[src/rtl/systolic_pkg.sv]
// systolic_pkg: shared constants and types for the 4x4 systolic array blocks.
package systolic_pkg;
    localparam int N          = 4;
    localparam int STREAM_LEN = 2 * N - 1;
    localparam int K_W        = $clog2(STREAM_LEN);
    localparam int DATA_W     = 16;
    typedef logic signed [DATA_W-1:0] tile_t [N][N];
    typedef enum logic [1:0] {IDLE, STREAM, DRAIN} feeder_state_t;
endpackage

[src/rtl/systolic_feeder_skew_select.sv]
// skew_select: picks the zero-filled diagonal element of each tile row for step k.
module skew_select
    import systolic_pkg::*;
#(
    parameter int WIDTH = 16
) (
    input  logic signed [WIDTH-1:0] tile [N][N],
    input  logic        [K_W-1:0]   k,
    output logic signed [WIDTH-1:0] lane [N]
);
    always_comb begin
        for (int r = 0; r < N; r++) begin
            lane[r] = '0;
            for (int c = 0; c < N; c++)
                if (int'(k) - r == c) lane[r] = tile[r][c];
        end
    end
endmodule

[src/rtl/systolic_feeder.sv]
// systolic_feeder: captures a 4x4 activation tile and streams it as diagonally skewed rows.
// Define SYSTOLIC_FEEDER_DRAIN_EN to append an N-cycle drain phase after each tile.
module systolic_feeder
    import systolic_pkg::*;
#(
    parameter int WIDTH = 16
) (
    input  logic                    clk,
    input  logic                    rst,
    input  logic signed [WIDTH-1:0] tile_in [N][N],
    input  logic                    tile_valid,
    output logic                    tile_ready,
    output logic signed [WIDTH-1:0] out_left [N],
    output logic                    out_valid,
    output logic                    busy,
    output logic                    tile_done
);
    feeder_state_t state, state_d;
    logic [K_W-1:0] k, k_d;
    logic signed [WIDTH-1:0] tile   [N][N];
    logic signed [WIDTH-1:0] tile_d [N][N];
    logic signed [WIDTH-1:0] lane   [N];
    logic accept, last, done_d;

    assign last   = k == K_W'(STREAM_LEN - 1);
    assign accept = tile_valid && tile_ready;
    assign busy   = state != IDLE;
`ifdef SYSTOLIC_FEEDER_DRAIN_EN
    assign tile_ready = rst && (state == IDLE || (state == DRAIN && k == K_W'(N - 1)));
`else
    assign tile_ready = rst && (state == IDLE || (state == STREAM && last));
`endif

    always_comb begin
        state_d = IDLE;
        k_d     = '0;
        if (accept)
            state_d = STREAM;
        else if (state == STREAM && !last) begin
            state_d = STREAM;
            k_d     = k + K_W'(1);
        end
`ifdef SYSTOLIC_FEEDER_DRAIN_EN
        else if (state == STREAM)
            state_d = DRAIN;
        else if (state == DRAIN && k != K_W'(N - 1)) begin
            state_d = DRAIN;
            k_d     = k + K_W'(1);
        end
        done_d = state_d == DRAIN && k_d == K_W'(N - 1);
`else
        done_d = state_d == STREAM && k_d == K_W'(STREAM_LEN - 1);
`endif
    end

    // Lanes are computed from next-cycle tile and step so the outputs can be registered.
    always_comb begin
        for (int r = 0; r < N; r++)
            for (int c = 0; c < N; c++)
                tile_d[r][c] = accept ? tile_in[r][c] : tile[r][c];
    end

    skew_select #(.WIDTH(WIDTH)) u_skew (
        .tile (tile_d),
        .k    (k_d),
        .lane (lane)
    );

    always_ff @(posedge clk or negedge rst) begin
        if (!rst) begin
            state     <= IDLE;
            k         <= '0;
            out_valid <= 1'b0;
            tile_done <= 1'b0;
            for (int r = 0; r < N; r++) begin
                out_left[r] <= '0;
                for (int c = 0; c < N; c++) tile[r][c] <= '0;
            end
        end else begin
            state     <= state_d;
            k         <= k_d;
            out_valid <= state_d == STREAM;
            tile_done <= done_d;
            for (int r = 0; r < N; r++) begin
                out_left[r] <= state_d == STREAM ? lane[r] : '0;
                for (int c = 0; c < N; c++) tile[r][c] <= tile_d[r][c];
            end
        end
    end
endmodule

[config.mk]
export PLATFORM = sky130hd
export DESIGN_NAME = systolic_feeder
export DESIGN_NICKNAME = d
export VERILOG_FILES = /design/src/rtl/systolic_pkg.sv /design/src/rtl/systolic_feeder_skew_select.sv /design/src/rtl/systolic_feeder.sv
export SDC_FILE = /design/constraint.sdc
export NUM_CORES = 1
export LEC_CHECK = 0
export CELL_PAD_IN_SITES_DETAIL_PLACEMENT = 1
export CELL_PAD_IN_SITES_GLOBAL_PLACEMENT = 2
export CORE_AREA = 2 2 187 189
export CTS_CLUSTER_SIZE = 24
export DETAILED_ROUTE_END_ITERATION = 10
export DIE_AREA = 0 0 189 191
export DONT_BUFFER_PORTS = 1
export GPL_TIMING_DRIVEN = 0
export PLACE_DENSITY_LB_ADDON = 0.1
export SYNTH_ARGS = -nofsm -noshare
export SYNTH_HDL_FRONTEND = slang
export SYNTH_SLANG_ARGS = --single-unit
[constraint.sdc]
create_clock -name clk -period 5 [get_ports clk]
set_input_delay 0.5 -clock clk [delete_from_list [all_inputs] [get_ports clk]]
set_output_delay 0.5 -clock clk [all_outputs]
set_load 0.01 [all_outputs]
## Word-level counts from Yosys, hierarchy flattened

Index checks and enable logic that the tools add are counted.

| operators by class | value |
|---|---|
| add/subtract/negate cells | 4 |
| equal/unequal tests | 16 |
| muxes and demuxes | 40 |
| reduce and logical (&&, ||, !) cells | 13 |

Operators with widths:

| kind | number |
|---|---|
| $mux 16 | 36 |
| $eq 32x3->1 const B | 6 |
| $logic_not 32->1 | 4 |
| $eq 32x2->1 const B | 3 |
| $eq 3x3->1 const B | 4 |
| $sub 3x2->4 const B | 2 |
| $mux 3 | 2 |
| $logic_and 1x1->1 | 5 |
| $eq 2x1->1 const B | 2 |
| $sub 3x1->4 const B | 1 |
| $add 3x1->3 const B | 1 |
| $eq 3x2->1 const B | 1 |
| $logic_not 2->1 | 1 |
| $mux 1 | 2 |
| $reduce_bool 2->1 | 1 |
| $logic_not 1->1 | 1 |
| $logic_or 1x1->1 | 1 |

| word-level totals | value |
|---|---|
| register bits | 327 |
| bits of input ports | 259 |
| output and inout bits | 68 |
| word-level logic and storage cells | 97 |

## Longest topological paths before layout

Gate-level depths: netlist of run 1.

| depth | value |
|---|---|
| word-level depth | 13 |
| gate-level depth with buffers | 17 |
| mapped depth without buffers | 11 |

## Modules after synthesis

A second synthesis of run 1 with hierarchy kept.

| unflattened totals | value |
|---|---|
| cell total of the unflattened synthesis | 1,023 |
| area, all modules | 15,138.3 um^2 |

By module, submodules not included:

| module | instances | cells an instance | area each (um^2) | seq. area each (um^2) |
|---|---|---|---|---|
| systolic_feeder | 1 | 694 | 12,756.0 | 8,132.8 |
| skew_select | 1 | 329 | 2,382.3 | 0.0 |

## Least setup slack after synthesis of run 1

Ideal clock, no wire load.

| timing path | value |
|---|---|
| path kind | register to register |
| from | reg k[0] |
| to | reg out_left[10] (netlist bit) |
| library setup time | 0.094 ns |
| data arrival time | 3.469 ns |
| data required time | 4.906 ns |
| slack | 1.437 ns |
| stages on the path, launching flop included | 18 |
| path buffers | 6 |
| clock period less this slack | 3.563 ns |
| cell sequence | dfrtp_1 > buf_2 > inv_2 > buf_1 > ha_1 > buf_2 > inv_1 > nand2_1 > inv_1 > clkbuf_1 > ha_1 > inv_1 > a2111oi_4 > or2_1 > buf_4 > buf_8 > a221oi_2 > a221oi_2 |

| on the way | value |
|---|---|
| longest elaborated chain between the ends | 13 |
| elaborated cells on any way between the ends | 27 |
| those cells by class | add/sub: 2; eq/ne: 5; mux: 13; reduce/logical: 7 |

RTL lines:

| what | RTL line | source |
|---|---|---|
| from (decl) | systolic_feeder.sv:19 | `logic [K_W-1:0] k, k_d;` |
| from (signal assigned) | systolic_feeder.sv:81 | `k <= k_d;` |
| parallel branches: the longest is 5 deep, another holds $add 3x1->3 | - |  |
| $mux 3 * | systolic_feeder.sv:37 | `if (accept)` |
| net k_d[1] | systolic_feeder.sv:19 |  |
| $sub 3x2->4 * | systolic_feeder_skew_select.sv:15 | `if (int'(k) - r == c) lane[r] = tile[r][c];` |
| $logic_not 32->1 | systolic_feeder_skew_select.sv:15 |  |
| $mux 16 (3 in a row) | systolic_feeder_skew_select.sv:15 |  |
| $mux 16 * | systolic_feeder_skew_select.sv:15 |  |
| $mux 16 * | systolic_feeder.sv:85 | `out_left[r] <= state_d == STREAM ? lane[r] : '0;` |
| to (signal, indexed assignment) | systolic_feeder.sv:85 |  |
| to (decl) | systolic_feeder.sv:13 | `output logic signed [WIDTH-1:0] out_left [N],` |

Mark *: on every way through the listed nets, which the timed path passes.

## Worst setup path after layout of run 1

Ends and elaborated chain as after synthesis.

==> results of run 1 <==
layer usage:
metal	GRT usage [%]	vias up
met5	0.549	-
met4	4.96	2
met3	6.10	51
met2	37.0	266
met1	27.9	4547
li1	-	4052
report_power, final:
| group | internal (uW) | leakage (uW) | switching [uW] | total [uW] |
|---|---|---|---|---|
| registers | 3810 | 0.00406 | 453 | 4260 |
| logic | 1880 | 0.00289 | 2500 | 4380 |
| clock network | 1580 | 0.000590 | 1050 | 2640 |
| total | 7270 | 0.00754 | 4010 | 11300 |
layout make-up:
| type | instances | area (um2) |
|---|---|---|
| diodes | 3 | 7.51 |
| plain buffers | 68 | 369 |
| clock buffers | 57 | 1110 |
| clock inverters | 9 | 73.8 |
| fillers | 3636 | 18600 |
| inverters | 42 | 158 |
| multi-input cells | 719 | 5100 |
| flip-flops and latches | 325 | 8130 |
| well taps | 455 | 569 |
synthesized netlist by cell type, types with 2 or more instances:
cell        n  area [um2]
nor2_1      7        26.3
clkbuf_1   29         109
nand3_1     3        15.0
a2111o_1   15         169
nor3_1      2        10.0
o221ai_1   14         123
buf_6       6        67.6
o22ai_1     2        12.5
a32o_1     17         170
or3_1       2        12.5
nor3b_1     2        15.0
mux2i_1    46         460
a221oi_1   12         105
ha_1        5        62.6
mux2_2    132        1490
buf_4       8        60.1
o21ba_2    16         160
nor2b_1    31         194
a221o_1     3        30.0
nand2_1   284        1070
and2_1     21         131
nand3b_1    2        15.0
buf_2      21         105
nand2b_1    4        25.0
a21oi_1    34         170
buf_1       4        15.0
dfrtp_1   325        8130
o21ai_0    18        90.1
a31oi_1     2        12.5
o211ai_1   13        97.6
a221oi_2   20         300
inv_1      40         150
worst max path at each step:
stage | from | endpoint | cells after the start
after floorplan | k[0]$_DFF_PN0_ | out_left[10]$_DFF_PN0_ | 17
after global placement | k[0]$_DFF_PN0_ | out_left[10]$_DFF_PN0_ | 14
after detailed placement | k[0]$_DFF_PN0_ | out_left[10]$_DFF_PN0_ | 14
after CTS | k[0]$_DFF_PN0_ | out_left[10]$_DFF_PN0_ | 16
after global routing | k[0]$_DFF_PN0_ | out_left[10]$_DFF_PN0_ | 16
final | k[0]$_DFF_PN0_ | out_left[10]$_DFF_PN0_ | 16
repair_timing:
action	4_1_cts	5_1_grt
setup endpoints to repair	11	0
endpoints found under the hold margin	325	325
gates resized for setup	1	0
cells by family (layout without fill, tap and decap cells):
kind of cell / after synthesis / after routing / synth area share (%)
fa+ha+maj: 5 / 5 / 0.455
simple gates: 363 / 363 / 11.3
flops: 325 / 325 / 59.1
other cells: 0 / 3 / 0
compound gates: 171 / 171 / 11.0
mux: 178 / 178 / 14.1
xor+xnor: 2 / 2 / 0.182
buf+inv: 111 / 176 / 3.85
registers in the layout, summed over array words and instances, names as in the netlist:
register / cells
tile: 256
out_left: 64
k: 3
state: 1
tile_done: 1
stage by stage:
step                hold slack, ns  TNS, ns  std cells
floorplan                    0.204        0       1155
global placement             0.212    -1.08       1610
detailed placement           0.212    -2.00       1610
CTS                         -0.331        0       1675
global route                -0.333        0       1676
finish                      -0.316        0       1678
==> key figures, run 1 <==
Clocking
  • CTS buffer count: 37
  • CTS sink cnt: 325
  • CTS Buffer Depth: 3
  • Root Driver: clkbuf_16
  • Htree depth: 2
  • TritonCTS clock tree: done
  • Clock-pin slew on the worst setup and hold paths: 0.06 ns
  • Clk_lat worst skew: roughly 0.52 ns
  • Post-CTS setup buffer count: 0

Worst setup path
  • Worst r2r src: k[0]$_DFF_PN0_
  • Family with the most delay on the worst path: buffers and inverters
  • Worst Path Required: 5.41 ns
  • RR Endpoint: out_left[10]$_DFF_PN0_
  • CP bufs+invs: 9
  • CP Launch Type: register
  • Worst Reg2Reg Path Length in Cells: 16
  • Worst Path Max Fanout: 17
  • Slowest cell on crit path: a2111oi_4
  • Max incr delay on CP: 0.64 ns
  • Worst path cell trace: buf_2 > inv_2 > ha_1 > buf_2 > inv_1 > nand2_1 > inv_1 > clkbuf_1 > ha_1 > inv_1 > a2111oi_4 > or2_1 > buf_4 > buf_8 > a221oi_2 > a221oi_2
  • WP data arrival: 4.84 ns
  • Setup crit end kind: register
  • Crit Path Class: register to register
  • Worst reg-to-reg setup slack: 0.57 ns
  • Most frequent CP cell: inv_1

Synth
  • Cell count after synthesis: 1,155
  • Sequential area share after synthesis: between 50% and 60%
  • Syn_nets: 1,419
  • Netlist cell types: 47
  • Number of flops mapped to enable cells by yosys: 0
  • Syn_area_per_cell: ~12 um2
  • Syn. warnings: 0
  • Synth Register Bits: 325
  • Top_reg_cell synth: dfrtp_1
  • Async SR Flop Fraction: 100%
  • Netlist Area Pre-Place: roughly 0.014 mm2

Finish
  • Most frequent cells in the layout: dfrtp_1, nand2_1, mux2_2
  • Post-route cell area: 0.0155 mm2
  • Nets: 1,457
  • Post-layout util: 45.5%
  • Layout cell share with drive strength beyond 1: 22.0%
  • Area growth syn-to-layout: 12.8%
  • Most common cell after layout, fill and taps aside: dfrtp_1

Pwr
  • Static leakage: 0.00754 uW
  • Power Total: roughly 11,000 uW
  • Power per cell area: roughly 730 mW/mm2
  • Max VDD drop: 278 uV

STA
  • Post-layout min period: 4.43 ns
  • RSZ-0062 raised after global routing: false
  • Slew @ Worst Pin: 1.12 ns
  • Final setup violation count: 0
  • Hold Violations, Final: between 300 and 400
  • Slew HR: 25.2%
  • Worst Slack Setup Final: 0.569 ns
  • Clock Skew: 0.0161 ns
  • Max-slew violations: 0
  • Min Hold Slack: -0.316 ns
  • FMAX: 226 MHz
  • Tcrit/Tclk final: 88.6%

Routing
  • DRC errors left: 0
  • Routed len/inst: 23.5 um
  • Met2 wire length: 19,000 um
  • Metal3 WL: 2880 um
  • Vias: 8,918
  • DRT Wirelength: 39,400 um
  • WL met1: 16,800 um
  • Initial DRT Pass Iterations: 4
  • Via-to-Cell Ratio: 5.31
  • Top Layer Used: met5
  • 1st-iter DRT viols: 534
  • ANT nets after route: 0

Job
  • Max-cap violations: 0

Global route
  • Global-route usage over all layers: 21.9%
  • Grt ovf: 0
  • Largest net degree at the start of global routing: 329
  • Vias in the first global route: about 9,800
  • First-pass GRT wire length: about 60,000 um
  • Antenna violations before repair: 4

Floorplan
  • Die Footprint: 0.0361 mm2
  • Initial Util: roughly two fifths
  • Die Wd: 189 um
  • Placement row count: 68
  • Core area: 0.0341 mm2
  • Die Ht: around 190 um
  • I/O pins: ~330

Place
  • Pre-CTS setup slack: -0.247 ns
  • Gpl congestion: 0.780
  • Placed Area: approximately 0.014 mm2
  • Port Buffer Count: 0
  • Post-DP HPWL: 27,800 um

Status
  • Outcome: finished with violations
  • Failing checks: hold timing

Worst hold path
  • HP Class: input port to async pin
Note: power is estimated with default switching activity, not from simulation.
==> run 2: changes to the inputs <==
--- a/config.mk
+++ b/config.mk
@@ -5,6 +5,7 @@
 export SDC_FILE = /design/constraint.sdc
 export NUM_CORES = 1
 export LEC_CHECK = 0
+export CAP_MARGIN = 15
 export CELL_PAD_IN_SITES_DETAIL_PLACEMENT = 1
 export CELL_PAD_IN_SITES_GLOBAL_PLACEMENT = 2
 export CORE_AREA = 2 2 187 189
==> results of run 2 <==
Final layout, timing and power as in run 1 (identical DEF).
